`src/rtl/temp_pkg.sv`:
```
// Shared temperature types, range limits and alarm state codes used by the
// sample register, the alarm monitor and its extremes tracker.
package temp_pkg;

    typedef logic signed [10:0] temp_t;

    localparam temp_t TEMP_MIN   = temp_t'(-400);
    localparam temp_t TEMP_MAX   = temp_t'(850);
    localparam temp_t TEMP_RESET = temp_t'(220);

    typedef enum logic [2:0] {
        NORMAL    = 3'd0,
        CONF_ALTA = 3'd1,
        ALTA      = 3'd2,
        CONF_BAJA = 3'd3,
        BAJA      = 3'd4,
        FALLA     = 3'd5
    } estado_alarma_t;

    function automatic logic en_rango(input temp_t t);
        return (t >= TEMP_MIN) && (t <= TEMP_MAX);
    endfunction

endpackage

```
`src/rtl/registro_extremos.sv`:
```
// Running maximum/minimum of in-range samples, with a synchronous clear that
// reloads both trackers from the current sample (or the reset value).
module registro_extremos
    import temp_pkg::*;
(
    input  logic  clk,
    input  logic  arst_n,
    input  logic  muestra_en_i,
    input  temp_t temp_i,
    input  logic  borrar_i,
    output temp_t max_o,
    output temp_t min_o
);

    temp_t max_q, max_d;
    temp_t min_q, min_d;
    logic  rango;

    assign rango = en_rango(temp_i);

    // Clear wins over a simultaneous strobe; out-of-range samples never reach the trackers.
    always_comb begin
        max_d = max_q;
        min_d = min_q;
        if (borrar_i) begin
            max_d = rango ? temp_i : TEMP_RESET;
            min_d = rango ? temp_i : TEMP_RESET;
        end else if (muestra_en_i && rango) begin
            if (temp_i > max_q) max_d = temp_i;
            if (temp_i < min_q) min_d = temp_i;
        end
    end

    always_ff @(posedge clk or negedge arst_n) begin
        if (!arst_n) begin
            max_q <= TEMP_RESET;
            min_q <= TEMP_RESET;
        end else begin
            max_q <= max_d;
            min_q <= min_d;
        end
    end

    assign max_o = max_q;
    assign min_o = min_q;

endmodule

```
`src/rtl/alarma_temp.sv`:
```
// Temperature alarm monitor: high/low alarms with hysteresis and N-sample
// confirmation, sensor-fault detection, and max/min tracking.
module alarma_temp
    import temp_pkg::*;
#(
    parameter int UMBRAL_ALTO = 500,
    parameter int UMBRAL_BAJO = 0,
    parameter int HISTERESIS  = 20,
    parameter int N_CONFIRM   = 4
) (
    input  logic       clk,
    input  logic       arst_n,
    input  logic       muestra_en,
    input  temp_t      temp_in,
    input  logic       borrar_extremos,
    output logic       alarma_alta,
    output logic       alarma_baja,
    output logic       falla_sensor,
    output logic [2:0] estado,
    output temp_t      temp_max,
    output temp_t      temp_min
);

    if ((UMBRAL_BAJO < -400) || (UMBRAL_ALTO > 850) ||
        (UMBRAL_BAJO + HISTERESIS >= UMBRAL_ALTO - HISTERESIS) ||
        (N_CONFIRM < 2) || (N_CONFIRM > 15)) begin : g_param_invalido
        $error("alarma_temp: illegal threshold/hysteresis/N_CONFIRM combination");
    end

    // 12-bit signed thresholds: threshold +/- hysteresis cannot overflow.
    localparam logic signed [11:0] ALTO     = 12'(UMBRAL_ALTO);
    localparam logic signed [11:0] ALTO_REL = 12'(UMBRAL_ALTO - HISTERESIS);
    localparam logic signed [11:0] BAJO     = 12'(UMBRAL_BAJO);
    localparam logic signed [11:0] BAJO_REL = 12'(UMBRAL_BAJO + HISTERESIS);
    localparam logic [3:0]         N_FIN    = 4'(N_CONFIRM);

    estado_alarma_t    estado_q, estado_d;
    logic [3:0]        cnt_q, cnt_d, cnt_inc;
    logic              alta_q, baja_q, falla_q;
    logic signed [11:0] t_ext;
    logic              rango, sobre_alto, bajo_bajo;

    assign t_ext      = {temp_in[10], temp_in};
    assign rango      = en_rango(temp_in);
    assign sobre_alto = (t_ext >= ALTO);
    assign bajo_bajo  = (t_ext <= BAJO);
    assign cnt_inc    = cnt_q + 4'd1;

    always_comb begin
        estado_d = estado_q;
        cnt_d    = cnt_q;
        if (muestra_en) begin
            if (!rango) begin
                estado_d = FALLA;
                cnt_d    = '0;
            end else begin
                case (estado_q)
                    NORMAL: begin
                        if (sobre_alto) begin
                            estado_d = CONF_ALTA;
                            cnt_d    = 4'd1;
                        end else if (bajo_bajo) begin
                            estado_d = CONF_BAJA;
                            cnt_d    = 4'd1;
                        end
                    end
                    CONF_ALTA: begin
                        if (!sobre_alto) begin
                            estado_d = NORMAL;
                            cnt_d    = '0;
                        end else if (cnt_inc == N_FIN) begin
                            estado_d = ALTA;
                            cnt_d    = '0;
                        end else begin
                            cnt_d = cnt_inc;
                        end
                    end
                    CONF_BAJA: begin
                        if (!bajo_bajo) begin
                            estado_d = NORMAL;
                            cnt_d    = '0;
                        end else if (cnt_inc == N_FIN) begin
                            estado_d = BAJA;
                            cnt_d    = '0;
                        end else begin
                            cnt_d = cnt_inc;
                        end
                    end
                    ALTA: begin
                        if (t_ext < ALTO_REL) begin
                            estado_d = NORMAL;
                            cnt_d    = '0;
                        end
                    end
                    BAJA: begin
                        if (t_ext > BAJO_REL) begin
                            estado_d = NORMAL;
                            cnt_d    = '0;
                        end
                    end
                    FALLA: begin
                        if (cnt_inc == N_FIN) begin
                            estado_d = NORMAL;
                            cnt_d    = '0;
                        end else begin
                            cnt_d = cnt_inc;
                        end
                    end
                    default: begin
                        estado_d = NORMAL;
                        cnt_d    = '0;
                    end
                endcase
            end
        end
    end

    // Flags are registered alongside the state so they always match it exactly.
    always_ff @(posedge clk or negedge arst_n) begin
        if (!arst_n) begin
            estado_q <= NORMAL;
            cnt_q    <= '0;
            alta_q   <= 1'b0;
            baja_q   <= 1'b0;
            falla_q  <= 1'b0;
        end else begin
            estado_q <= estado_d;
            cnt_q    <= cnt_d;
            alta_q   <= (estado_d == ALTA);
            baja_q   <= (estado_d == BAJA);
            falla_q  <= (estado_d == FALLA);
        end
    end

    assign estado       = estado_q;
    assign alarma_alta  = alta_q;
    assign alarma_baja  = baja_q;
    assign falla_sensor = falla_q;

    registro_extremos u_extremos (
        .clk          (clk),
        .arst_n       (arst_n),
        .muestra_en_i (muestra_en),
        .temp_i       (temp_in),
        .borrar_i     (borrar_extremos),
        .max_o        (temp_max),
        .min_o        (temp_min)
    );

endmodule

```
`config.mk`:
```
export PLATFORM = sky130hd
export DESIGN_NAME = alarma_temp
export DESIGN_NICKNAME = d
export VERILOG_FILES = /design/src/rtl/temp_pkg.sv /design/src/rtl/registro_extremos.sv /design/src/rtl/alarma_temp.sv
export SDC_FILE = /design/constraint.sdc
export NUM_CORES = 1
export LEC_CHECK = 0
export CAP_MARGIN = 30
export CORE_MARGIN = 2
export CORE_UTILIZATION = 53
export DETAILED_ROUTE_END_ITERATION = 6
export PLACE_DENSITY = 0.83
export SETUP_SLACK_MARGIN = 0.4
export SLEW_MARGIN = 10
export SYNTH_ARGS = -nofsm -noshare
export SYNTH_HDL_FRONTEND = slang
export SYNTH_SLANG_ARGS = --single-unit
```
`constraint.sdc`:
```
create_clock -name clk -period 3.2 [get_ports clk]
set_clock_uncertainty 0.15 [all_clocks]
set_input_delay 0.64 -clock clk [delete_from_list [all_inputs] [get_ports clk]]
set_output_delay 0.64 -clock clk [all_outputs]
set_load 0.02 [all_outputs]
```
* After elaboration in Yosys (flattened, before gate mapping)
Index checks and enable logic that the tools add are counted.
W data, S select, Z words.
** Word-level totals
- Logic and storage cells :: 65
- Flip-flop bits (word level) :: 32
- Output and inout bits :: 28
** Cells by class
- Order comparisons :: 8
- Add/subtract/negate cells :: 1
- Reduce and logical (&&, ||, !) cells :: 9
- Multiplexer cells :: 28
- Eq/ne operators :: 12
** Operators by type and width (number)
- $mux W11 :: 7
- $mux W3 :: 11
- $mux W4 :: 8
- $pmux W4 S6 :: 1
- $ge A11 B10 Y1 const B :: 2
- $pmux W3 S6 :: 1
- $eq A3 B3 Y1 const B :: 4
- $gt A11 B11 Y1 :: 1
- $gt A11 B6 Y1 const B :: 1
- $le A11 B1 Y1 const B :: 1
- $le A11 B11 Y1 const B :: 1
- $lt A11 B10 Y1 const B :: 1
- $lt A11 B11 Y1 :: 1
- $eq A3 B2 Y1 const B :: 3
- $ne A3 B3 Y1 const B :: 2
- $reduce_bool A2 Y1 :: 3
- $add A4 B1 Y4 const B :: 1
- $eq A4 B3 Y1 const B :: 1
- $ne A4 B4 Y1 const B :: 1
- $reduce_and A2 Y1 :: 2
- $reduce_and A4 Y1 :: 1
- $eq A3 B1 Y1 const B :: 1
- $logic_not A3 Y1 :: 1
- $logic_and A1 B1 Y1 :: 2

* Depth between registers and ports, before layout
Gate-level depths: netlist of run 1.
- Word-level depth :: 8
- Gate-level depth with buffers :: 9
- Gate-level depth less buffers :: 8

* By module
From an unflattened synthesis of run 1, not the netlist that was laid out.
** Second synthesis, totals
- Cell total of the unflattened synthesis :: 247
- Area, all modules :: 2334.7 um2
** By module, submodules not included
- registro_extremos :: area each 1575.3 um2, cells each 161, instances 1
- alarma_temp :: area each 759.5 um2, cells each 86, instances 1

* Least setup slack after synthesis of run 1
OpenSTA, ideal clock, no wires.
- Path type :: register -> register
- From :: reg u_extremos.max_q[6], in the netlist u_extremos.max_o[6]
- To :: reg u_extremos.max_q[0], in the netlist u_extremos.max_o[0]
- Data arrival time :: 2.085 ns
- Path slack :: 0.844 ns
- Stages on the path, launching flop included :: 10
- Cells stage by stage :: dfstp_2 inv_1 ha_1 nand2_1 o21a_1 o2111a_1 a211oi_4 nor2_2 buf_6 a22o_1
** On the way
- Cells in the longest elaborated chain, start to end :: 3
** RTL lines
- start: declaration :: RTL line registro_extremos.sv:15 : temp_t max_q, max_d;
- start signal: assignment :: RTL line registro_extremos.sv:39 : max_q <= max_d;
- $gt A11 B11 Y1 :: RTL line registro_extremos.sv:29 : if (temp_i > max_q) max_d = temp_i;
- $reduce_bool A2 Y1 (no line)
- $reduce_and A2 Y1 (no line)
Every way passes these cells.
A chain may end at the register's enable or synchronous reset.

* Worst setup path after layout of run 1
- From :: in temp_in[4]
- To :: reg u_extremos.min_q[0], in the netlist u_extremos.min_o[0]
** On the way
- Cells in the longest elaborated chain, start to end :: 5
- Elaborated cells on any way between the ends :: 10
- Those cells by class :: order compare: 3; mux: 2; reduce/logical: 5
** RTL lines
- start: declaration :: RTL line alarma_temp.sv:14 : input temp_t temp_in,
- $ge A11 B10 Y1 or $le A11 B11 Y1 (tied branches) :: RTL line temp_pkg.sv:21 : return (t >= TEMP_MIN) && (t <= TEMP_MAX);
- $logic_and A1 B1 Y1 :: RTL line temp_pkg.sv:21
- $logic_and A1 B1 Y1 :: RTL line registro_extremos.sv:28 : end else if (muestra_en_i && rango) begin
- $reduce_bool A2 Y1 (no line)
- $reduce_and A2 Y1 (no line)
- end signal: assignment :: RTL line registro_extremos.sv:40 : min_q <= min_d;
- end: declaration :: RTL line registro_extremos.sv:16 : temp_t min_q, min_d;
Parallel ways exist; a longest one is shown, timed or not.

==> out/metrics.csv, run 1 <==
stage;metric;value;unit
run_status;status;finished, final reports clean;
drt;post-DR vias/cell;6.06;
global_route;vias in the first global route;2199;
timing;worst setup margin;0.460;ns
synth;area leader, netlist;dfrtp_1;
die;number of top-level pins;43;
synth;largest family of logic cells by synthesized area;compound AO/OA/AOI/OAI gates;
timing;worst slew pin tran;0.624;ns
synth;syn avg cell area;9.45;µm²
synth;Warnings, synthesis;0;
drt;Antenna Nets Post-Route;0;
global_route;largest net degree at the start of global routing;33;
drt;Post-route DRC;0;
setup_path;RR Startpoint;u_extremos.max_o[6];
die;Starting Density;54.7;%
drt;Pre-antenna DRT Iters;4;
die;die area;0.00504;mm²
synth;Distinct cells, synth;63;
cts;clk buf depth;2;
setup_path;path depth of the worst reg2reg path;8;
setup_path;worst reg2reg endpoint;u_extremos.max_o[10];
synth;Post-synth ARST share;100;%
synth;largest cells by area after synthesis;dfrtp_1 (23%), ha_1 (12%), dfstp_2 (11%);
cts;CTS sink cnt;32;
placement;Area after DPL;0.00290;mm²
placement;Place WS;0.137;ns
die;core area;0.00435;mm²
cts;postcts setup bufs;0;
placement;PortBufs;42;
synth;Mapped Cells;252;
timing;Final Hold Vio Count;0;
synth;Post-Synth Simple-Gate Area;13.6;%
flow_run;max-cap violation count;0;
synth;Mapped Nets;290;
placement;dpl hpwl;4.45;mm
final_layout;Finished Core Util;70.2;%
cts;CTS tree;built;
cts;clock slew seen by the registers of the worst setup and hold paths;0.07;ns
drt;Iter 0 DRT Violations;142;
timing;TNS Setup;0;ns
setup_path;CP max-delay cell;clkdlybuf4s50_1;
global_route;first-pass GRT wire length;10.0;mm
final_layout;final instance area;0.00306;mm²
cts;CTS resizes;0;
setup_path;Setup CP Type;in2reg;
synth;ys flop type;dfrtp_1;
setup_path;WP data required;3.22;ns
synth;Cell Area, Synth;0.00238;mm²
synth;compound-cell area share of the yosys netlist;27.5;%
synth;Synth top area share;23.1;%
power_and_ir_drop;Leak;1.46;nW
timing;final setup fails;0;
cts;CTS H-tree lvls;2;
global_route;antenna violations before repair;0;
synth;most frequent cell after synthesis;inv_1;
final_layout;share of layout cells above drive strength 1;15.1;%
setup_path;Crit. End Element;register;
final_layout;n_diodes;0;
synth;#FFs+latches synth;32;
global_route;gr usage total;25.2;%
synth;EDFF count, synth;0;
timing;min Tclk post-route;2.74;ns
die;DIE HEIGHT;71.0;µm
setup_path;slowest stage delay, CP;0.47;ns
die;FP Rows;24;
timing;Slew Viols, Final;0;
synth;Synth top cells by count;inv_1 (28), ha_1 (23), dfrtp_1 (22);
timing;period utilisation layout;85.6;%
setup_path;crit-path cells;clkdlybuf4s50_1 -> buf_6 -> ha_1 -> a21o_1 -> nand3_1 -> o311a_1 -> o21ai_1 -> a21oi_2 -> mux2_1;
drt;vias;2162;
synth;multiplexer share of the synthesized area;5.15;%
cts;worst skew pair latency;0.29;ns
final_layout;Final #Nets;342;
synth;adder and majority cell fraction of the synthesized area;12.1;%
setup_path;crit path to;u_extremos.min_o[0];
setup_path;critical path arrival;2.76;ns
placement;Routability Congestion;0.913;
power_and_ir_drop;PwrDens;567;mW/mm²
timing;fmax;365;MHz
synth;post-synthesis xor/xnor area fraction;0.368;%
cts;CTS Root Cell;clkbuf_8;
min_path;Worst Hold Class;reg2reg;
setup_path;crit path from;temp_in[4];
setup_path;CP Max Fanout;9;
synth;sequential share of the synthesized area;34.2;%
cts;hold_buf cts;0;
final_layout;P&R area growth vs syn;28.4;%
drt;Routed WL per cell;17.0;µm
global_route;total grt overflow;0;
cts;cts bufs inserted;5;
setup_path;r2r setup slk;0.74;ns
die;die width;71.0;µm
timing;relative slew slack;58.3;%
drt;Post-Route WL;6.09;mm
power_and_ir_drop;VDD IR max;0.000334;V
timing;RSZ-0062 raised after global routing;yes;
setup_path;crit path launch type;input pin;
[worst max-delay path: cells and delay by family]
kind                       cells  cell delay [ns]
AOI/OAI and AO/OA              4             0.72
adders and majority gates      1             0.31
buffers and inverters          2             0.64
muxes                          1             0.36
and+or+nand+nor                1             0.09
[sequential cells by signal, summed over array words and instances, names as in the netlist]
name	count
alarma_alta	1
alarma_baja	1
cnt_q	4
estado	3
falla_sensor	1
u_extremos.max_o	11
u_extremos.min_o	11
[cells in the final DEF, fill, tap and decap left out, drive strengths merged, types with 10 or more instances in the layout]
| cell type | count |
|---|---|
| clkdlybuf4s50 | 38 |
| inv | 29 |
| ha | 23 |
| dfrtp | 22 |
| a21oi | 22 |
| nand2 | 18 |
| buf | 13 |
| nor2 | 11 |
| mux2i | 10 |
| dfstp | 10 |
[worst min-delay path by stage]
stage / to / depth (start not counted) / startpoint
after floorplan: alarma_alta / 0 / arst_n
after CTS: u_extremos.min_o[6] / 2 / u_extremos.min_o[6]
after global routing: u_extremos.min_o[7] / 2 / u_extremos.min_o[7]
final: u_extremos.min_o[7] / 2 / u_extremos.min_o[7]
after global placement: u_extremos.min_o[4] / 2 / u_extremos.min_o[4]
after detailed placement: u_extremos.max_o[3] / 2 / u_extremos.max_o[3]
[cells by family after synthesis]
kind of cell             count (synthesis)
buffers and inverters                   39
AO/OA/AOI/OAI                           83
AND/OR/NAND/NOR                         62
adder cells (fa/ha/maj)                 23
multiplexers                            12
flip-flops                              32
XOR/XNOR                                 1
[area by class of cell]
| cell class | count | area [µm²] |
|---|---|---|
| Sequential cell | 32 | 813 |
| Multi-Input combinational cell | 181 | 1430 |
| Timing Repair Buffer | 55 | 536 |
| Clock inverter | 2 | 35.0 |
| Clock buffer | 6 | 72.6 |
| Inverter | 29 | 109 |
| Tap cell | 52 | 65.1 |
| Fill cell | 340 | 1300 |
[power breakdown]
part | total [mW] | internal (mW) | switching [mW]
logic | 0.773 | 0.354 | 0.420
clock network | 0.385 | 0.231 | 0.154
registers | 0.574 | 0.508 | 0.0664
[stage by stage]
stage | power, mW | cells | hold WS [ns]
2_1_floorplan | 1.03 | 252 | 0.194
3_3_place_gp | 1.31 | 349 | 0.336
3_5_place_dp | 1.33 | 349 | 0.338
4_1_cts | 1.72 | 357 | 0.353
5_1_grt | 1.84 | 357 | 0.372
6_report | 1.73 | 357 | 0.349
[metal layers]
metal	global-route usage, %	share of wire, %	wire (µm)
met1	30.5	39	2400
met4	11.7	1.8	110
met5	0	0	0
met3	4.27	7.5	459
met2	43.8	51	3120
Note: power is estimated with default switching activity, not from simulation.
==> run 2, diff against run 1 <==
--- a/config.mk
+++ b/config.mk
@@ -7,9 +7,9 @@
 export LEC_CHECK = 0
 export CAP_MARGIN = 30
 export CORE_MARGIN = 2
-export CORE_UTILIZATION = 53
+export CORE_UTILIZATION = 45
 export DETAILED_ROUTE_END_ITERATION = 6
-export PLACE_DENSITY = 0.83
+export PLACE_DENSITY = 0.73
 export SETUP_SLACK_MARGIN = 0.4
 export SLEW_MARGIN = 10
 export SYNTH_ARGS = -nofsm -noshare
==> out/metrics.csv, run 2 (same netlist as run 1, synthesis figures left out) <==
stage;metric;value;unit;change
global_route;vias in the first global route;2038;;was 2199
power_and_ir_drop;Clk pwr share;20.3;%;was 22.2%
setup_path;slowest stage delay, CP;0.64;ns;was 0.47 ns
flow_run;max-cap violation count;0;;unchanged
power_and_ir_drop;Switching Fraction;36.9;%;about the same
timing;TNS Setup;0;ns;unchanged
setup_path;CP max-delay cell;clkdlybuf4s50_1;;unchanged
setup_path;CP Max Fanout;11;;was 9
global_route;met3 Track Usage GR;4.12;%;was 4.27%
final_layout;most frequent cells in the layout;clkdlybuf4s50_1 (38), inv_1 (28), ha_1 (23), dfrtp_1 (22), a21oi_1 (20);;unchanged
setup_path;Setup CP Type;in2reg;;unchanged
timing;Slew Viols, Final;0;;unchanged
setup_path;crit path launch type;input pin;;unchanged
timing;min Tclk post-route;2.71;ns;was 2.74 ns
drt;Pre-antenna DRT Iters;4;;unchanged
drt;Post-Route WL;5.79;mm;was 6.09 mm
global_route;grt met2 use;35.4;%;was 43.8%
placement;PortBufs;42;;unchanged
placement;dpl hpwl;4.39;mm;was 4.45 mm
power_and_ir_drop;PwrDens;544;mW/mm²;was 567 mW/mm²
global_route;first-pass GRT wire length;9.92;mm;was 10.0 mm
power_and_ir_drop;VDD IR max;0.000270;V;was 0.000334 V
die;die width;76.7;µm;was 71.0 µm
die;DIE HEIGHT;76.7;µm;was 71.0 µm
setup_path;WP data required;3.22;ns;about the same
timing;Final Hold Vio Count;0;;unchanged
setup_path;r2r setup slk;0.78;ns;was 0.74 ns
cts;clock slew seen by the registers of the worst setup and hold paths;0.06;ns;was 0.07 ns
cts;cts bufs inserted;5;;unchanged
die;core area;0.00511;mm²;was 0.00435 mm²
setup_path;crit path to;u_extremos.max_o[10];;was u_extremos.min_o[0]
min_path;Worst Hold Class;reg2reg;;unchanged
global_route;antenna violations before repair;0;;unchanged
die;die area;0.00589;mm²;was 0.00504 mm²
cts;worst skew pair latency;0.28;ns;was 0.29 ns
setup_path;critical path arrival;2.72;ns;was 2.76 ns
die;number of top-level pins;43;;unchanged
timing;RSZ-0062 raised after global routing;yes;;unchanged
global_route;largest net degree at the start of global routing;33;;unchanged
drt;post-DR vias/cell;5.61;;was 6.06
global_route;GRT busiest layer;met2;;unchanged
cts;CTS tree;built;;unchanged
cts;clk buf depth;2;;unchanged
global_route;gr usage total;20.8;%;was 25.2%
placement;Place WS;0.128;ns;was 0.137 ns
final_layout;share of layout cells above drive strength 1;15.5;%;was 15.1%
drt;Antenna Nets Post-Route;0;;unchanged
drt;Post-route DRC;0;;unchanged
timing;final setup fails;0;;unchanged
cts;hold_buf cts;0;;unchanged
power_and_ir_drop;Seq pwr share;34.1;%;was 33.1%
die;Starting Density;46.6;%;was 54.7%
power_and_ir_drop;Leak;1.47;nW;was 1.46 nW
setup_path;Crit. End Element;register;;unchanged
drt;Iter 0 DRT Violations;132;;was 142
power_and_ir_drop;Combinational Power Share;45.6;%;was 44.6%
drt;vias;2125;;was 2162
timing;period utilisation layout;84.5;%;was 85.6%
timing;worst setup margin;0.495;ns;was 0.460 ns
final_layout;Final #Nets;346;;was 342
placement;Routability Congestion;0.850;;was 0.913
setup_path;crit path from;temp_in[3];;was temp_in[4]
drt;Routed WL per cell;15.3;µm;was 17.0 µm
timing;worst slew pin tran;0.566;ns;was 0.624 ns
global_route;total grt overflow;0;;unchanged
timing;relative slew slack;62.1;%;was 58.3%
timing;fmax;370;MHz;was 365 MHz
global_route;met1 GRT Util;27.0;%;was 30.5%
cts;CTS H-tree lvls;2;;unchanged
final_layout;commonest non-fill, non-tap cell in the layout;clkdlybuf4s50_1;;unchanged
setup_path;worst reg2reg endpoint;u_extremos.max_o[10];;unchanged
final_layout;n_diodes;0;;unchanged
cts;CTS sink cnt;32;;unchanged
power_and_ir_drop;cell internal pwr;1.06;mW;was 1.09 mW
final_layout;P&R area growth vs syn;30.2;%;was 28.4%
power_and_ir_drop;Net Sw Power;622;µW;was 640 µW
cts;CTS Root Cell;clkbuf_8;;unchanged
setup_path;path depth of the worst reg2reg path;8;;unchanged
setup_path;RR Startpoint;u_extremos.max_o[6];;unchanged
run_status;status;finished, final reports clean;;unchanged
setup_path;crit-path cells;clkdlybuf4s50_1 -> ha_1 -> a21oi_1 -> o21a_1 -> o2111a_1 -> a211oi_4 -> nor2_4 -> o2bb2a_1;;was clkdlybuf4s50_1 -> buf_6 -> ha_1 -> a21o_1 -> nand3_1 -> o311a_1 -> o21ai_1 -> a21oi_2 -> mux2_1
die;FP Rows;26;;was 24
## run 2: cell count changes in the layout (fill, tap and decap cells not counted), sizes merged
cell / change
buf: +4
clkbuf: +2
bufinv: -1
clkinv: -1
## run 2: worst max-delay path, delay by kind of cell
kind	cells	cell delay, ns
AO/OA/AOI/OAI	5	1.13
AND/OR/NAND/NOR	1	0.12
buffers and inverters	1	0.64
adder cells (fa/ha/maj)	1	0.20
## run 2: timing repair
item                       4_1_cts  5_1_grt
buffers inserted                 0        1
gates resized for setup          0       13
setup endpoints to repair        0       26
hold endpoints to repair         0        0
## run 2: power groups by stage
stage	Sequential (mW)	Combinational, mW	Clock (mW)
after global routing	0.591	0.841	0.371
final	0.574	0.769	0.342
after detailed placement	0.581	0.746	0
after global placement	0.578	0.738	0
after floorplan	0.669	0.364	0
after CTS	0.574	0.750	0.354
## run 2: worst min-delay path by stage
stage                     slack (ns)                start             endpoint  depth (start not counted)
final                           0.34  u_extremos.max_o[7]  u_extremos.max_o[7]                          2
after global routing            0.37  u_extremos.min_o[6]  u_extremos.min_o[6]                          2
after CTS                       0.35  u_extremos.min_o[4]  u_extremos.min_o[4]                          2
after detailed placement        0.34  u_extremos.min_o[4]  u_extremos.min_o[4]                          2
after global placement          0.34  u_extremos.min_o[3]  u_extremos.min_o[3]                          2
after floorplan                 0.19               arst_n          alarma_alta                          0
## run 2: final cells by class
type                    instances  area [µm²]
fillers                       463        2010
multi-input cells             181        1420
flip-flops and latches         32         813
repair buffers                 59         573
inverters                      29         109
clock buffers                   8         100
well taps                      70        87.6
## run 2: metrics by stage
| step | instance area (µm²) | utilization, % | power, mW | std cells | hold slack [ns] |
|---|---|---|---|---|---|
| after global routing | 3100 | 60.7 | 1.80 | 379 | 0.368 |
| after detailed placement | 2950 | 57.7 | 1.33 | 370 | 0.339 |
| after floorplan | 2380 | - | 1.03 | 252 | 0.194 |
| after CTS | 3050 | 59.7 | 1.68 | 378 | 0.349 |
| after global placement | 2950 | 57.7 | 1.32 | 370 | 0.336 |
| final | 3100 | 60.7 | 1.69 | 379 | 0.343 |
## run 2: per-layer routing
metal	routed length (µm)	part of all wire (%)	vias to the layer above
met4	79	1.4	0
met2	2860	49	62
li1	-	-	1057
met1	2590	45	997
met5	0	0	-
met3	257	4.4	9
